**config.mk**
```make
export PLATFORM = sky130hd
export DESIGN_NAME = zbus_master
export DESIGN_NICKNAME = d
export VERILOG_FILES = /design/src/rtl/zbus_pkg.sv /design/src/rtl/zbus_tstate_seq.sv /design/src/rtl/zbus_master.sv
export SDC_FILE = /design/constraint.sdc
export NUM_CORES = 1
export LEC_CHECK = 0
export CORE_MARGIN = 2
export CORE_UTILIZATION = 53
export CTS_CLUSTER_DIAMETER = 120
export CTS_CLUSTER_SIZE = 28
export DETAILED_ROUTE_END_ITERATION = 8
export PLACE_DENSITY = 0.82
export SETUP_SLACK_MARGIN = 0.05
export SLEW_MARGIN = 20
export SYNTH_ARGS = -nofsm -noshare
export SYNTH_HDL_FRONTEND = slang
export SYNTH_SLANG_ARGS = --single-unit
```
**constraint.sdc**
```tcl
create_clock -name clk -period 7.8 [get_ports clk]
set_clock_uncertainty 0.05 [all_clocks]
set_input_delay 0.78 -clock clk [delete_from_list [all_inputs] [get_ports clk]]
set_output_delay 0.78 -clock clk [all_outputs]
set_load 0.03 [all_outputs]
```
**src/rtl/zbus_pkg.sv**
```systemverilog
// Shared definitions for the Z80 bus-cycle generator: request encodings,
// half-T state enumeration and bus widths.
package zbus_pkg;

  localparam int AW = 16;
  localparam int DW = 8;
  localparam int RW = 7;

  typedef enum logic [2:0] {
    RT_OPFETCH = 3'b000,
    RT_MEMRD   = 3'b001,
    RT_MEMWR   = 3'b010,
    RT_IORD    = 3'b011,
    RT_IOWR    = 3'b100
  } req_type_e;

  typedef enum logic [3:0] {
    ST_IDLE,
    ST_T1H,
    ST_T1L,
    ST_T2H,
    ST_T2L,
    ST_TWH,
    ST_TWL,
    ST_T3H,
    ST_T3L,
    ST_T4H,
    ST_T4L
  } zstate_e;

  function automatic logic type_valid(input logic [2:0] t);
    return (t <= RT_IOWR);
  endfunction

endpackage

```
**src/rtl/zbus_tstate_seq.sv**
```systemverilog
// Half-T state sequencer: walks T1..T4 on the Z80 clock edge enables,
// inserting wait states from WAIT or the I/O auto-wait.
module zbus_tstate_seq
  import zbus_pkg::*;
#(
  parameter bit IO_AUTOWAIT = 1'b1,
  parameter bit WAIT_EN     = 1'b1
) (
  input  logic    clk,
  input  logic    rst_n,
  input  logic    zpos,
  input  logic    zneg,
  input  logic    req,
  input  logic    req_ok,
  input  logic    cur_opfetch,
  input  logic    cur_io,
  input  logic    wait_n,
  output zstate_e state_o,
  output zstate_e state_d_o,
  output logic    take_o,
  output logic    end_o
);

  zstate_e state_q, state_d;
  logic    end_q;
  logic    final_l, take, start, wait_ok;

  always_comb begin
    final_l = ((state_q == ST_T3L) && !cur_opfetch) || (state_q == ST_T4L);
    take    = zpos && req && ((state_q == ST_IDLE) || final_l);
    start   = take && req_ok;
    wait_ok = !WAIT_EN || wait_n;
    state_d = state_q;
    // zpos takes priority; a coincident zneg is dropped.
    if (zpos) begin
      case (state_q)
        ST_IDLE: if (start) state_d = ST_T1H;
        ST_T1L:  state_d = ST_T2H;
        ST_T2L:  state_d = ((cur_io && IO_AUTOWAIT) || !wait_ok) ? ST_TWH : ST_T3H;
        ST_TWL:  state_d = wait_ok ? ST_T3H : ST_TWH;
        ST_T3L:  state_d = cur_opfetch ? ST_T4H : (start ? ST_T1H : ST_IDLE);
        ST_T4L:  state_d = start ? ST_T1H : ST_IDLE;
        default: ;
      endcase
    end else if (zneg) begin
      case (state_q)
        ST_T1H:  state_d = ST_T1L;
        ST_T2H:  state_d = ST_T2L;
        ST_TWH:  state_d = ST_TWL;
        ST_T3H:  state_d = ST_T3L;
        ST_T4H:  state_d = ST_T4L;
        default: ;
      endcase
    end
  end

  always_ff @(posedge clk or negedge rst_n) begin
    if (!rst_n) begin
      state_q <= ST_IDLE;
      end_q   <= 1'b0;
    end else begin
      state_q <= state_d;
      end_q   <= zpos && final_l;
    end
  end

  assign state_o   = state_q;
  assign state_d_o = state_d;
  assign take_o    = take;
  assign end_o     = end_q;

endmodule

```
**src/rtl/zbus_master.sv**
```systemverilog
// Z80 bus-cycle generator: turns single transfer requests into Z80-timed
// strobes, address and data. All bus outputs are registered from next state.
module zbus_master
  import zbus_pkg::*;
#(
  parameter bit IO_AUTOWAIT = 1'b1,
  parameter bit WAIT_EN     = 1'b1
) (
  input  logic          clk,
  input  logic          rst_n,
  input  logic          zpos,
  input  logic          zneg,
  input  logic          req,
  input  logic [2:0]    req_type,
  input  logic [AW-1:0] req_addr,
  input  logic [DW-1:0] req_wdata,
  input  logic [7:0]    i_reg,
  output logic          busy,
  output logic          done,
  output logic          err,
  output logic [DW-1:0] rdata,
  input  logic [DW-1:0] din,
  input  logic          wait_n,
  output logic [AW-1:0] a,
  output logic [DW-1:0] dout,
  output logic          dout_oe,
  output logic          m1_n,
  output logic          mreq_n,
  output logic          iorq_n,
  output logic          rd_n,
  output logic          wr_n,
  output logic          rfsh_n
);

  zstate_e       state_q, state_d;
  logic          take, req_ok;
  logic [2:0]    type_q, cur_type;
  logic [AW-1:0] addr_q, cur_addr, a_q, a_d;
  logic [DW-1:0] wdata_q, cur_wdata, dout_q, dout_d, rdata_q;
  logic [RW-1:0] r_q;
  logic          busy_q, err_q, oe_q, oe_d;
  logic          m1_q, mreq_q, iorq_q, rd_q, wr_q, rfsh_q;
  logic          m1_d, mreq_d, iorq_d, rd_d, wr_d, rfsh_d;
  logic          is_of, is_mr, is_mw, is_ir, is_iw;
  logic          early, pre3, iowin, refr, cap_rd;

  assign req_ok = type_valid(req_type);

  zbus_tstate_seq #(
    .IO_AUTOWAIT (IO_AUTOWAIT),
    .WAIT_EN     (WAIT_EN)
  ) u_seq (
    .clk         (clk),
    .rst_n       (rst_n),
    .zpos        (zpos),
    .zneg        (zneg),
    .req         (req),
    .req_ok      (req_ok),
    .cur_opfetch (type_q == RT_OPFETCH),
    .cur_io      ((type_q == RT_IORD) || (type_q == RT_IOWR)),
    .wait_n      (wait_n),
    .state_o     (state_q),
    .state_d_o   (state_d),
    .take_o      (take),
    .end_o       (done)
  );

  // Decode against the request that will own the next state, so a freshly
  // accepted request drives the bus from its very first half-state.
  always_comb begin
    cur_type  = take ? req_type  : type_q;
    cur_addr  = take ? req_addr  : addr_q;
    cur_wdata = take ? req_wdata : wdata_q;
    is_of = (cur_type == RT_OPFETCH);
    is_mr = (cur_type == RT_MEMRD);
    is_mw = (cur_type == RT_MEMWR);
    is_ir = (cur_type == RT_IORD);
    is_iw = (cur_type == RT_IOWR);
    early = state_d inside {ST_T1H, ST_T1L, ST_T2H, ST_T2L, ST_TWH, ST_TWL};
    pre3  = state_d inside {ST_T1L, ST_T2H, ST_T2L, ST_TWH, ST_TWL};
    iowin = state_d inside {ST_T2H, ST_T2L, ST_TWH, ST_TWL, ST_T3H};
    refr  = is_of && (state_d inside {ST_T3H, ST_T3L, ST_T4H, ST_T4L});

    m1_d   = !(is_of && early);
    mreq_d = !(((is_of || is_mr || is_mw) && pre3) ||
               ((is_mr || is_mw) && (state_d == ST_T3H)) ||
               (is_of && (state_d inside {ST_T3L, ST_T4H})));
    rd_d   = !(((is_of || is_mr) && pre3) ||
               (is_mr && (state_d == ST_T3H)) ||
               (is_ir && iowin));
    wr_d   = !((is_mw && (state_d inside {ST_T2L, ST_TWH, ST_TWL, ST_T3H})) ||
               (is_iw && iowin));
    iorq_d = !((is_ir || is_iw) && iowin);
    rfsh_d = !refr;
    oe_d   = (is_mw || is_iw) &&
             (state_d inside {ST_T1L, ST_T2H, ST_T2L, ST_TWH, ST_TWL, ST_T3H, ST_T3L});
    dout_d = oe_d ? cur_wdata : dout_q;

    a_d = a_q;
    if (refr)                    a_d = {i_reg, 1'b0, r_q};
    else if (state_d != ST_IDLE) a_d = cur_addr;

    // Opcode is taken on entry to T3H; memory/I/O reads on entry to T3L.
    cap_rd = ((type_q == RT_OPFETCH) && (state_q != ST_T3H) && (state_d == ST_T3H)) ||
             (((type_q == RT_MEMRD) || (type_q == RT_IORD)) &&
              (state_q == ST_T3H) && (state_d == ST_T3L));
  end

  always_ff @(posedge clk or negedge rst_n) begin
    if (!rst_n) begin
      type_q  <= '0;
      addr_q  <= '0;
      wdata_q <= '0;
      a_q     <= '0;
      dout_q  <= '0;
      oe_q    <= 1'b0;
      rdata_q <= '0;
      r_q     <= '0;
      busy_q  <= 1'b0;
      err_q   <= 1'b0;
      m1_q    <= 1'b1;
      mreq_q  <= 1'b1;
      iorq_q  <= 1'b1;
      rd_q    <= 1'b1;
      wr_q    <= 1'b1;
      rfsh_q  <= 1'b1;
    end else begin
      if (take) begin
        type_q  <= req_type;
        addr_q  <= req_addr;
        wdata_q <= req_wdata;
      end
      err_q  <= take && !req_ok;
      busy_q <= (state_d != ST_IDLE);
      a_q    <= a_d;
      dout_q <= dout_d;
      oe_q   <= oe_d;
      m1_q   <= m1_d;
      mreq_q <= mreq_d;
      iorq_q <= iorq_d;
      rd_q   <= rd_d;
      wr_q   <= wr_d;
      rfsh_q <= rfsh_d;
      if (cap_rd) rdata_q <= din;
      if ((state_q == ST_T4L) && (state_d != ST_T4L)) r_q <= r_q + 7'd1;
    end
  end

  assign busy    = busy_q;
  assign err     = err_q;
  assign rdata   = rdata_q;
  assign a       = a_q;
  assign dout    = dout_q;
  assign dout_oe = oe_q;
  assign m1_n    = m1_q;
  assign mreq_n  = mreq_q;
  assign iorq_n  = iorq_q;
  assign rd_n    = rd_q;
  assign wr_n    = wr_q;
  assign rfsh_n  = rfsh_q;

  ap_zclk_excl: assert property (@(posedge clk) disable iff (!rst_n) !(zpos && zneg));
  ap_m1_iorq:   assert property (@(posedge clk) disable iff (!rst_n) !(!m1_n && !iorq_n));
  ap_rd_wr:     assert property (@(posedge clk) disable iff (!rst_n) !(!rd_n && !wr_n));

endmodule
```
# --- Yosys cells after proc, flatten, opt, wreduce, memory -nomap -nowiden ---
# Index checks and enable logic that the tools add are counted.
# Widths: inputs -> output; s select.
word_totals:
  out_inout_bits: 42
  word_cells: 123
  ff_bits: 80
  in_bits: 49
classes:
  n_eq_ne: 29
  n_addsub: 1
  reduce_logical: 60
  magnitude_cmp: 1
  mux: 14
op_table:
  columns: ["cell", "count"]
  rows:
  - ["$mux 16", 3]
  - ["$eq 4x3->1 const B", 8]
  - ["$eq 4x4->1 const B", 6]
  - ["$pmux 4 s6", 1]
  - ["$logic_and 1x1->1", 23]
  - ["$pmux 4 s5", 1]
  - ["$eq 4x2->1 const B", 4]
  - ["$logic_or 1x1->1", 16]
  - ["$mux 4", 4]
  - ["$reduce_bool 4->1", 3]
  - ["$reduce_bool 5->1", 2]
  - ["$eq 3x2->1 const B", 3]
  - ["$logic_not 1->1", 9]
  - ["$eq 4x1->1 const B", 2]
  - ["$mux 8", 1]
  - ["$add 7x1->7 const B", 1]
  - ["$reduce_bool 7->1", 1]
  - ["$eq 3x1->1 const B", 2]
  - ["$eq 3x3->1 const B", 2]
  - ["$logic_not 3->1", 2]
  - ["$reduce_bool 6->1", 1]
  - ["$logic_not 4->1", 1]
  - ["$mux 2", 2]
  - ["$ne 4x3->1 const B", 1]
  - ["other kinds (5)", 6]

# --- Depth between registers and ports, before layout ---
# Gate-level depths: netlist of run 1.
logic_depth:
  ltp_word: 17
  depth_mapped: 11
  mapped_depth_nobuf: 8

# --- By module ---
# Synthesis of run 1 repeated with hierarchy kept, for this count alone.
hier_totals:
  hier_cells: 304
  hier_area_um2: 3593.4
by_module_without_submodules:
  columns: ["mod", "n_inst", "area_each_um2", "cells_per_inst", "seq_area_each_um2"]
  rows:
  - ["zbus_master", 1, 3240.6, 265, 1884.3]
  - ["zbus_tstate_seq", 1, 352.8, 39, 125.1]

# --- Least setup slack after synthesis of run 1 ---
# No wires, ideal clock.
synth_path:
  path_kind: "input -> register"
  from: "in zpos"
  to: "reg a_q[10] (netlist: a[10])"
  slack_ns: 5.071
  required_time_ns: 7.624
  setup_time_ns: 0.126
  stages: 9
  path_buffers: 2
  arrival_ns: 2.553
  path_cell_list: "nor2b_4 > a2bb2o_4 > or3_4 > a21oi_4 > o211ai_4 > and2_4 > buf_6 > buf_6 > a221o_1"
synth_between:
  elab_chain_len: 11
  elab_cells_between_ends: 21
  cone_classes: "eq/ne (4); mux (9); reduce/logical (8)"
synth_lines:
  columns: ["item", "line_no", "source"]
  rows:
  - ["start: declaration", "zbus_master.sv:11", "input logic zpos,"]
  - ["$logic_and 1x1->1 (2 in series)", "zbus_tstate_seq.sv:30", "take = zpos && req && ((state_q == ST_IDLE) || final_l);"]
  - ["$logic_and 1x1->1", "zbus_tstate_seq.sv:31", "start = take && req_ok;"]
  - ["$mux 1", "zbus_tstate_seq.sv:41, zbus_tstate_seq.sv:42", null]
  - ["$mux 4", "zbus_tstate_seq.sv:41", "ST_T3L: state_d = cur_opfetch ? ST_T4H : (start ? ST_T1H : ST_IDLE);"]
  - ["$pmux 4 s6", "zbus_tstate_seq.sv:36", "case (state_q)"]
  - ["$mux 4", "zbus_tstate_seq.sv:35", "if (zpos) begin"]
  - ["$eq 4x3->1 or $eq 4x4->1 (tied branches)", "zbus_master.sv:82", "refr = is_of && (state_d inside {ST_T3H, ST_T3L, ST_T4H, ST_T4L});"]
  - ["$reduce_bool 4->1", "zbus_master.sv:82", null]
  - ["$logic_and 1x1->1", "zbus_master.sv:82", null]
  - ["$mux 16 or $reduce_bool 2->1 (tied branches)", null, null]
  - ["end signal: assignment", "zbus_master.sv:114", "a_q <= '0;"]
  - ["end signal: assignment", "zbus_master.sv:135", "a_q <= a_d;"]
  - ["end: declaration", "zbus_master.sv:38", "logic [AW-1:0] addr_q, cur_addr, a_q, a_d;"]
# Parallel ways exist; a longest one is shown, timed or not. The select of a mux whose other input is x is not followed.
# A chain may end at the register's enable or synchronous reset.

# --- Worst setup path in the final report of run 1 ---
layout_path:
  from: "in zpos"
  to: "reg rdata_q[0] (netlist: rdata[0])"
layout_between:
  elab_chain_len: 10
  elab_cells_between_ends: 13
  cone_classes: "eq/ne (2); mux (5); reduce/logical (6)"
layout_lines:
  columns: ["item", "line_no", "source"]
  rows:
  - ["$logic_and 1x1->1 (2 in series)", "zbus_tstate_seq.sv:30", null]
  - ["$logic_and 1x1->1", "zbus_tstate_seq.sv:31", null]
  - ["$mux 1", "zbus_tstate_seq.sv:41, zbus_tstate_seq.sv:42", null]
  - ["$mux 4", "zbus_tstate_seq.sv:41", null]
  - ["$pmux 4 s6", "zbus_tstate_seq.sv:36", null]
  - ["$mux 4 *", "zbus_tstate_seq.sv:35", null]
  - ["$eq 4x3->1 or $eq 4x4->1 (tied branches)", "zbus_master.sv:104, zbus_master.sv:106", null]
  - ["$logic_and 1x1->1, on equally long branches", "zbus_master.sv:104, zbus_master.sv:106", null]
  - ["$logic_or 1x1->1 *", "zbus_master.sv:104", "cap_rd = ((type_q == RT_OPFETCH) && (state_q != ST_T3H) && (state_d == ST_T3H)) ||"]
  - ["end signal: assignment", "zbus_master.sv:144", "if (cap_rd) rdata_q <= din;"]
  - ["end: declaration", "zbus_master.sv:39", "logic [DW-1:0] wdata_q, cur_wdata, dout_q, dout_d, rdata_q;"]
# Mark *: on every way between the ends. The rest lies on a longest branch, timed or not.

==> results.txt, run 1 <==
- Clock insertion delay at the later pin of the skew report: 0.34 ns
* Total wire length: 7.71 mm
- Die span in y: 87.6 um
- Post-route antenna net violation count: 0
- # DRC: 0
* Critical R2R Launch: u_seq.state_o[3]
* Remaining max-slew budget at the tightest pin: 40.8%
- Fraction of the yosys area taken by sequential cells: 54.3%
- Post-synthesis to final-layout area growth: 32.1%
* Post-DR wirelength/cell: 16.3 um
- Shortest period the worst path allows: 3.27 ns
* Horizontal extent of the die: 87.6 um
- Ports: 91
- Dividing the detail-routed via count by the number of cells gives 5.51.
* Total of cells resized after clock tree synthesis: 0
- Detailed placement ended at an HPWL of 5.58 mm.
- Source of the critical timing path: zpos
- Register-to-Register Path Depth: 8
- After synthesis, the share of flip-flops with an asynchronous set or reset is 100%.
- STA classifies the critical path startpoint as an input port.
* Number of port buffers: 90
- Summed over all cells, the static leakage comes to 0.00208 uW.
- Maximum number of pins on one net before global-route repair: 81
- For this design the total switching power over the nets is 798 uW.
* Diode insertion count for antenna repair: 0
* Share of cells above drive strength 1: 20.1%
- Critical Setup Path Class: input port to flip-flop
- Setup repair after global routing left no endpoint under its margin.
- Maximum Capacitance Violations: 0
- Clock slew at reported path FFs: 0.08 ns
* EDFF count, synth: 0
- In this run the cell area of the synthesized design comes to 3700 um2.
- Setup slack on the worst reg-to-reg path comes out at 4.98 ns.
- The longest clock path from root to sink contains 2 buffers.
- The synthesized design contains 80 register bits.
- Number of nets at the end of the flow: 438
- Summed over all failing endpoints, the final setup total negative slack is 0 ns.
* Maximum net fanout on the critical path: 8
* TritonCTS clock tree: yes
* Internal Power: 1270 uW
- Drt first pass iters: 4
- The average instance in the mapped netlist occupies 12.4 um2.
* Buffers inserted during post-CTS setup optimization: 0
- The run finished with clean final reports.
- Counting distinct cell types in the post-synthesis netlist gives 58.
- Required arrival time at the worst endpoint: 7.97 ns
- Placement-stage worst setup slack: 4.19 ns
* Dominant register cell in the synthesized netlist: sky130_fd_sc_hd__dfrtp_1
- STA puts the critical path data arrival time at 3.44 ns.
- The number of hold violations in the final report is 0.
- Sw Share: 38.6%
- Once routing completed, OpenROAD measured the worst setup slack at 4.53 ns.
- The min-delay analysis places its worst path in the category input port to asynchronous set/reset pin.
* Warning count from the yosys run: 0
* Number of global-route vias before repair: 2559
- Initial Util: 54.8%
- The clock net in this run drives a total of 80 sinks.
* Power share of the clock group: 17.6%
* Die outline area: 7670 um2
- For this run, the total global-route usage over all layers was measured as 21.2%.
- STA classifies the critical path endpoint as a flip-flop.
- The final route contains 2604 vias.
- After the first detailed-routing iteration, the DRC count stood at 142.
- Count of mapped cells out of synthesis: 299
* Leading cell types in the layout, fill and taps excluded: 89 x sky130_fd_sc_hd__clkdlybuf4s50_1, 74 x sky130_fd_sc_hd__dfrtp_1, 40 x sky130_fd_sc_hd__mux2_2
- Total CTS buffers: 9
- Seq pwr share: 34.6%
- Hold-fix buffers at CTS: 0
- Transition time at the pin with the least slew margin: 0.880 ns
- The H-tree generated during clock tree synthesis spans 3 levels.
- Routability-driven placement finished with a final weighted congestion of 0.843.
- The total area inside the core boundary comes to 6760 um2.
- Buffer type at the clock tree root: sky130_fd_sc_hd__clkbuf_8
- Upper clock frequency limit: 306 MHz
- Leaving out fill and tap cells, the most frequent cell in the layout is sky130_fd_sc_hd__clkdlybuf4s50_1.
- After global routing the overflow that remains totals 0.
* Initial antenna violation count: 0
- Global-route wire length before repair: 12.5 mm
* Terminus of the critical flop-to-flop path: a[15]
- Peak supply drop: 0.261 mV
* Power density relative to cell area: 423 nW/um2
* Number of cell rows: 30
- Critical Path End: rdata[0]
* Share of total power in combinational logic: 47.8%
* Tcrit/Tclk final: 41.9%
- Number of nets in the synthesized netlist: 349
- Setup violations, final: 0
- Max-slew violations: 0
-- worst max-delay path, cell delays in order --
cell,delay (ns)
sky130_fd_sc_hd__clkdlybuf4s50_1,0.58
sky130_fd_sc_hd__nor2b_4,0.22
sky130_fd_sc_hd__o2111ai_2,0.23
sky130_fd_sc_hd__o311a_4,0.45
sky130_fd_sc_hd__a21oi_4,0.20
sky130_fd_sc_hd__nand2_1,0.16
sky130_fd_sc_hd__o32ai_2,0.41
sky130_fd_sc_hd__mux2_2,0.41
-- per-stage QoR --
step	cells	util, %	cell area [um2]	hold slack (ns)	total power, uW
2_1_floorplan	299	-	3700	0.396	1400
3_3_place_gp	456	68.3	4620	0.411	1670
3_5_place_dp	456	68.3	4620	0.422	1710
4_1_cts	472	71.9	4860	0.433	2080
5_1_grt	473	72.4	4890	0.264	2190
6_report	473	72.4	4890	0.255	2070
-- area by class of cell --
type | count | area [um2]
multi-input cells | 180 | 1510
clock buffers | 10 | 128
repair buffers | 92 | 933
fillers | 466 | 1870
inverters | 25 | 93.8
clock inverters | 6 | 116
well taps | 80 | 100
flip-flops and latches | 80 | 2010
-- worst min-delay path by stage --
| stage | from | to | slack (ns) | depth (start not counted) |
|---|---|---|---|---|
| final | rst_n | rdata[3] | 0.26 | 1 |
| after global routing | rst_n | dout_oe | 0.26 | 1 |
| after CTS | r_q[6] | r_q[6] | 0.43 | 1 |
| after detailed placement | r_q[6] | r_q[6] | 0.42 | 1 |
| after global placement | r_q[4] | r_q[4] | 0.41 | 1 |
| after floorplan | r_q[4] | r_q[4] | 0.40 | 1 |
-- sequential cells by signal, indices dropped and copies added, names as in the netlist --
signal,count
a,16
addr_q,16
busy,1
dout,8
dout_oe,1
err,1
iorq_n,1
m1_n,1
mreq_n,1
r_q,7
rd_n,1
rdata,8
rfsh_n,1
type_q,3
u_seq.end_o,1
u_seq.state_o,4
wdata_q,8
wr_n,1
-- logic make-up (layout without fill, tap and decap cells) --
kind of cell | after synthesis | count (layout) | share of synthesized area, %
buffers and inverters | 39 | 133 | 4.94
xor gates and xnor gates | 10 | 10 | 2.37
AOI/OAI and AO/OA | 52 | 52 | 14.0
muxes | 42 | 42 | 12.7
and+or+nand+nor | 75 | 75 | 11.4
DFF | 80 | 80 | 54.3
adders and majority gates | 1 | 1 | 0.338
-- cells in the mapped netlist (all sizes together) (2+ instances only) --
cell type | count | area, um2
a211o | 3 | 26.3
a21oi | 5 | 36.3
a221o | 15 | 150
and2 | 3 | 21.3
buf | 11 | 76.3
clkbuf | 3 | 12.5
dfrtp | 74 | 1850
dfstp | 6 | 158
inv | 25 | 93.8
mux2 | 40 | 450
mux2i | 2 | 20.0
nand2 | 15 | 56.3
nand2b | 5 | 31.3
nand3 | 3 | 20.0
nand4 | 5 | 31.3
nand4b | 2 | 17.5
nor2 | 25 | 101
nor2b | 3 | 26.3
nor3 | 6 | 30.0
nor4 | 2 | 27.5
o2111ai | 2 | 23.8
o21a | 2 | 15.0
o21ai | 6 | 30.0
o22ai | 3 | 18.8
o31ai | 2 | 15.0
xnor2 | 10 | 87.6
-- layer usage --
layer | GRT usage, % | up-vias | share of wire [%]
li1 | - | 1246 | -
met1 | 27.9 | 1272 | 43
met2 | 36.2 | 77 | 52
met3 | 3.68 | 9 | 4.4
met4 | 6.57 | 0 | 0.93
met5 | 0 | - | 0
-- power groups by stage --
stage	logic [uW]	clock network (uW)	registers (uW)
2_1_floorplan	535	0	864
3_3_place_gp	961	0	713
3_5_place_dp	989	0	724
4_1_cts	991	372	716
5_1_grt	1060	395	736
6_report	989	365	715
No activity file was read; power rests on OpenSTA's default activity.
==> run 2, diff against run 1 <==
CORE_UTILIZATION = 49   (was 53)
PLACE_DENSITY = 0.76   (was 0.82)
clock period = 3.2 ns   (was 7.8 ns; I/O delays follow)
==> run 2 against run 1 <==
The flow now finishes with violations (negative hold slack); non-clock buffer count rose by 3; power up 140%; via count shrank 0.35%; wire length down 0.64%; core utilization fell by 5.4 points; die area up 7.8%; clock power increased by 110%; sequential power increased by 140%; combinational power is 140% higher; largest cell class unchanged.
==> results.txt, run 2 (synthesis gave the netlist of run 1 again) <==
- The area growth from synthesis to layout is 32.0%.
* Clock insertion delay at the later pin of the skew report: 0.35 ns
- Total power for the finished layout comes to 4940 uW.
* Initial Util: 50.7%
- Type of origin of the critical path: flip-flop
* Non-filler cells, final: 495
- Post-Place Cell Area: 4670 um2
- Most common library cell in the layout ignoring fill and taps: sky130_fd_sc_hd__clkdlybuf4s50_1
- In this run switching power makes up 39.9% of total power.
- The final reports fail on negative hold slack.
* Internal Power: 2970 uW
- Diode insertion count for antenna repair: 0
* Detailed placer's ending HPWL: 5.34 mm
* Maximum Capacitance Violations: 0
- Total Routing Usage GR: 19.7%
* Count of endpoints failing hold in the final timing report: 67
* Die outline area: 8260 um2
- The critical path is of the flip-flop to flip-flop type.
- Routability-driven placement finished with a final weighted congestion of 0.892.
- Along the worst path, the maximum fanout reaches 17.
* Count of clock tree sinks: 80
* Number of cell rows: 31
- After the first detailed-routing iteration, the DRC count stood at 131.
- Result of the run: complete, but fails checks
* TritonCTS clock tree: yes
- Worst-case hold slack: -0.0545 ns
- Including well taps, the total number of placed cells is 479.
- In this run the power density over the cells is 1010 nW/um2.
* Leading cell types in the layout, fill and taps excluded: 89 x sky130_fd_sc_hd__clkdlybuf4s50_1, 74 x sky130_fd_sc_hd__dfrtp_1, 40 x sky130_fd_sc_hd__mux2_2
- In this run the static leakage power is 0.00207 uW.
- # DRC: 0
* Hold-fix buffers at CTS: 0
- The tightest min-delay check is of the input port to asynchronous set/reset pin type.
- Share of total power in combinational logic: 49.1%
* Upper clock frequency limit: 360 MHz
* Standard cell core area: 7290 um2
- Horizontal extent of the die: 90.9 um
- Global-route wire length before repair: 13.0 mm
- The worst pin sits at a relative slew slack of 51.7%.
- Level count of the clock H-tree: 3
* Switching power: 1970 uW
* Setup violations, final: 0
* Share of cells above drive strength 1: 21.0%
- Data on the critical path arrives at its endpoint at 2.96 ns.
- Seq pwr share: 35.1%
* Tcrit/Tclk final: 86.9%
- Entering global routing, the biggest net connects 81 pins.
* Post-route cell area: 4880 um2
- Number of buffers on the longest clock path: 2
- Unrepaired setup endpoints after global routing: false
- Measured in cells, the most critical reg-to-reg path has a length of 8.
- The clock network accounts for 15.8% of the total power.
- Counting the buffers created by CTS gives 9.
* Number of global-route vias before repair: 2592
* Total of cells resized after clock tree synthesis: 0
- Buffers inserted during post-CTS setup optimization: 0
- Vias per cell: 5.24
- For this run the aggregate overflow at the end of global routing stands at 0.
* Die span in y: 90.9 um
- Detailed-route via count: 2595
- The first detailed-routing pass took 4 iterations.
- Required arrival time at the worst endpoint: 3.38 ns
* Shortest period the worst path allows: 2.78 ns
* Post-route antenna net violation count: 0
- The final count of pins violating max slew is 0.
* Post-DR wirelength/cell: 15.5 um
* Total wire length: 7.66 mm
- Transition time at the pin with the least slew margin: 0.725 ns
- Number of nets at the end of the flow: 441
- During placement, the flow inserted port buffers numbering 90.
- Initial antenna violation count: 0
- Buffer type at the clock tree root: sky130_fd_sc_hd__clkbuf_8
- Endpoint class of the critical path: flip-flop
- Peak supply drop: 0.500 mV
- Ports: 91
- Clock-pin slew was measured on the worst setup and hold paths at 0.09 ns.
* Total negative slack: 0 ns
-- run 2: power groups by stage --
stage               clock network [uW]  registers [uW]  logic [uW]
global placement                     0            1740        2390
floorplan                            0            2110        1300
detailed placement                   0            1760        2430
global route                       845            1790        2610
CTS                                802            1740        2440
finish                             782            1730        2420
-- run 2: worst max-delay path, cell delays in order (launching register included) --
cell and delay (ns):
sky130_fd_sc_hd__dfrtp_1 0.56, sky130_fd_sc_hd__or2b_4 0.34, sky130_fd_sc_hd__nor4_4 0.24, sky130_fd_sc_hd__o311a_4 0.29, sky130_fd_sc_hd__nand3_2 0.12, sky130_fd_sc_hd__nor2_4 0.38, sky130_fd_sc_hd__inv_1 0.13, sky130_fd_sc_hd__and2_4 0.23
sky130_fd_sc_hd__a221o_1 0.33
-- run 2: per-layer routing --
layer / vias up / GRT usage [%] / share of wire (%)
met1: 1273 / 26.7 / 46
li1: 1249 / - / -
met3: 11 / 5.01 / 5.0
met2: 62 / 30.7 / 47
met4: 0 / 7.45 / 1.7
met5: - / 0 / 0
-- run 2: stage by stage --
stage               setup slack, ns  utilization, %
floorplan                     0.742               -
detailed placement            0.176            64.1
global placement              0.242            64.1
finish                        0.419            67.0
CTS                           0.431            66.9
global route                  0.199            67.0
-- run 2: final cells by class --
type / count / area (um2)
fill: 588 / 2410
sequential: 80 / 2010
multi-input combinational: 180 / 1510
timing repair buffer: 95 / 940
clock buffer: 9 / 124
tap: 99 / 124
inverter: 25 / 93.8
clock inverter: 7 / 85.1
-- run 2: final timing paths --
path                                  startpoint  endpoint  slack, ns
worst max register to register  u_seq.state_o[3]      a[0]       0.42
worst min register to register            r_q[6]    r_q[6]       0.44
min in group clk                          r_q[6]    r_q[6]       0.44
max in group asynchronous                  rst_n   dout[4]       2.65
worst max-delay path            u_seq.state_o[3]      a[0]       0.42
worst min-delay path                       rst_n       err      -0.05
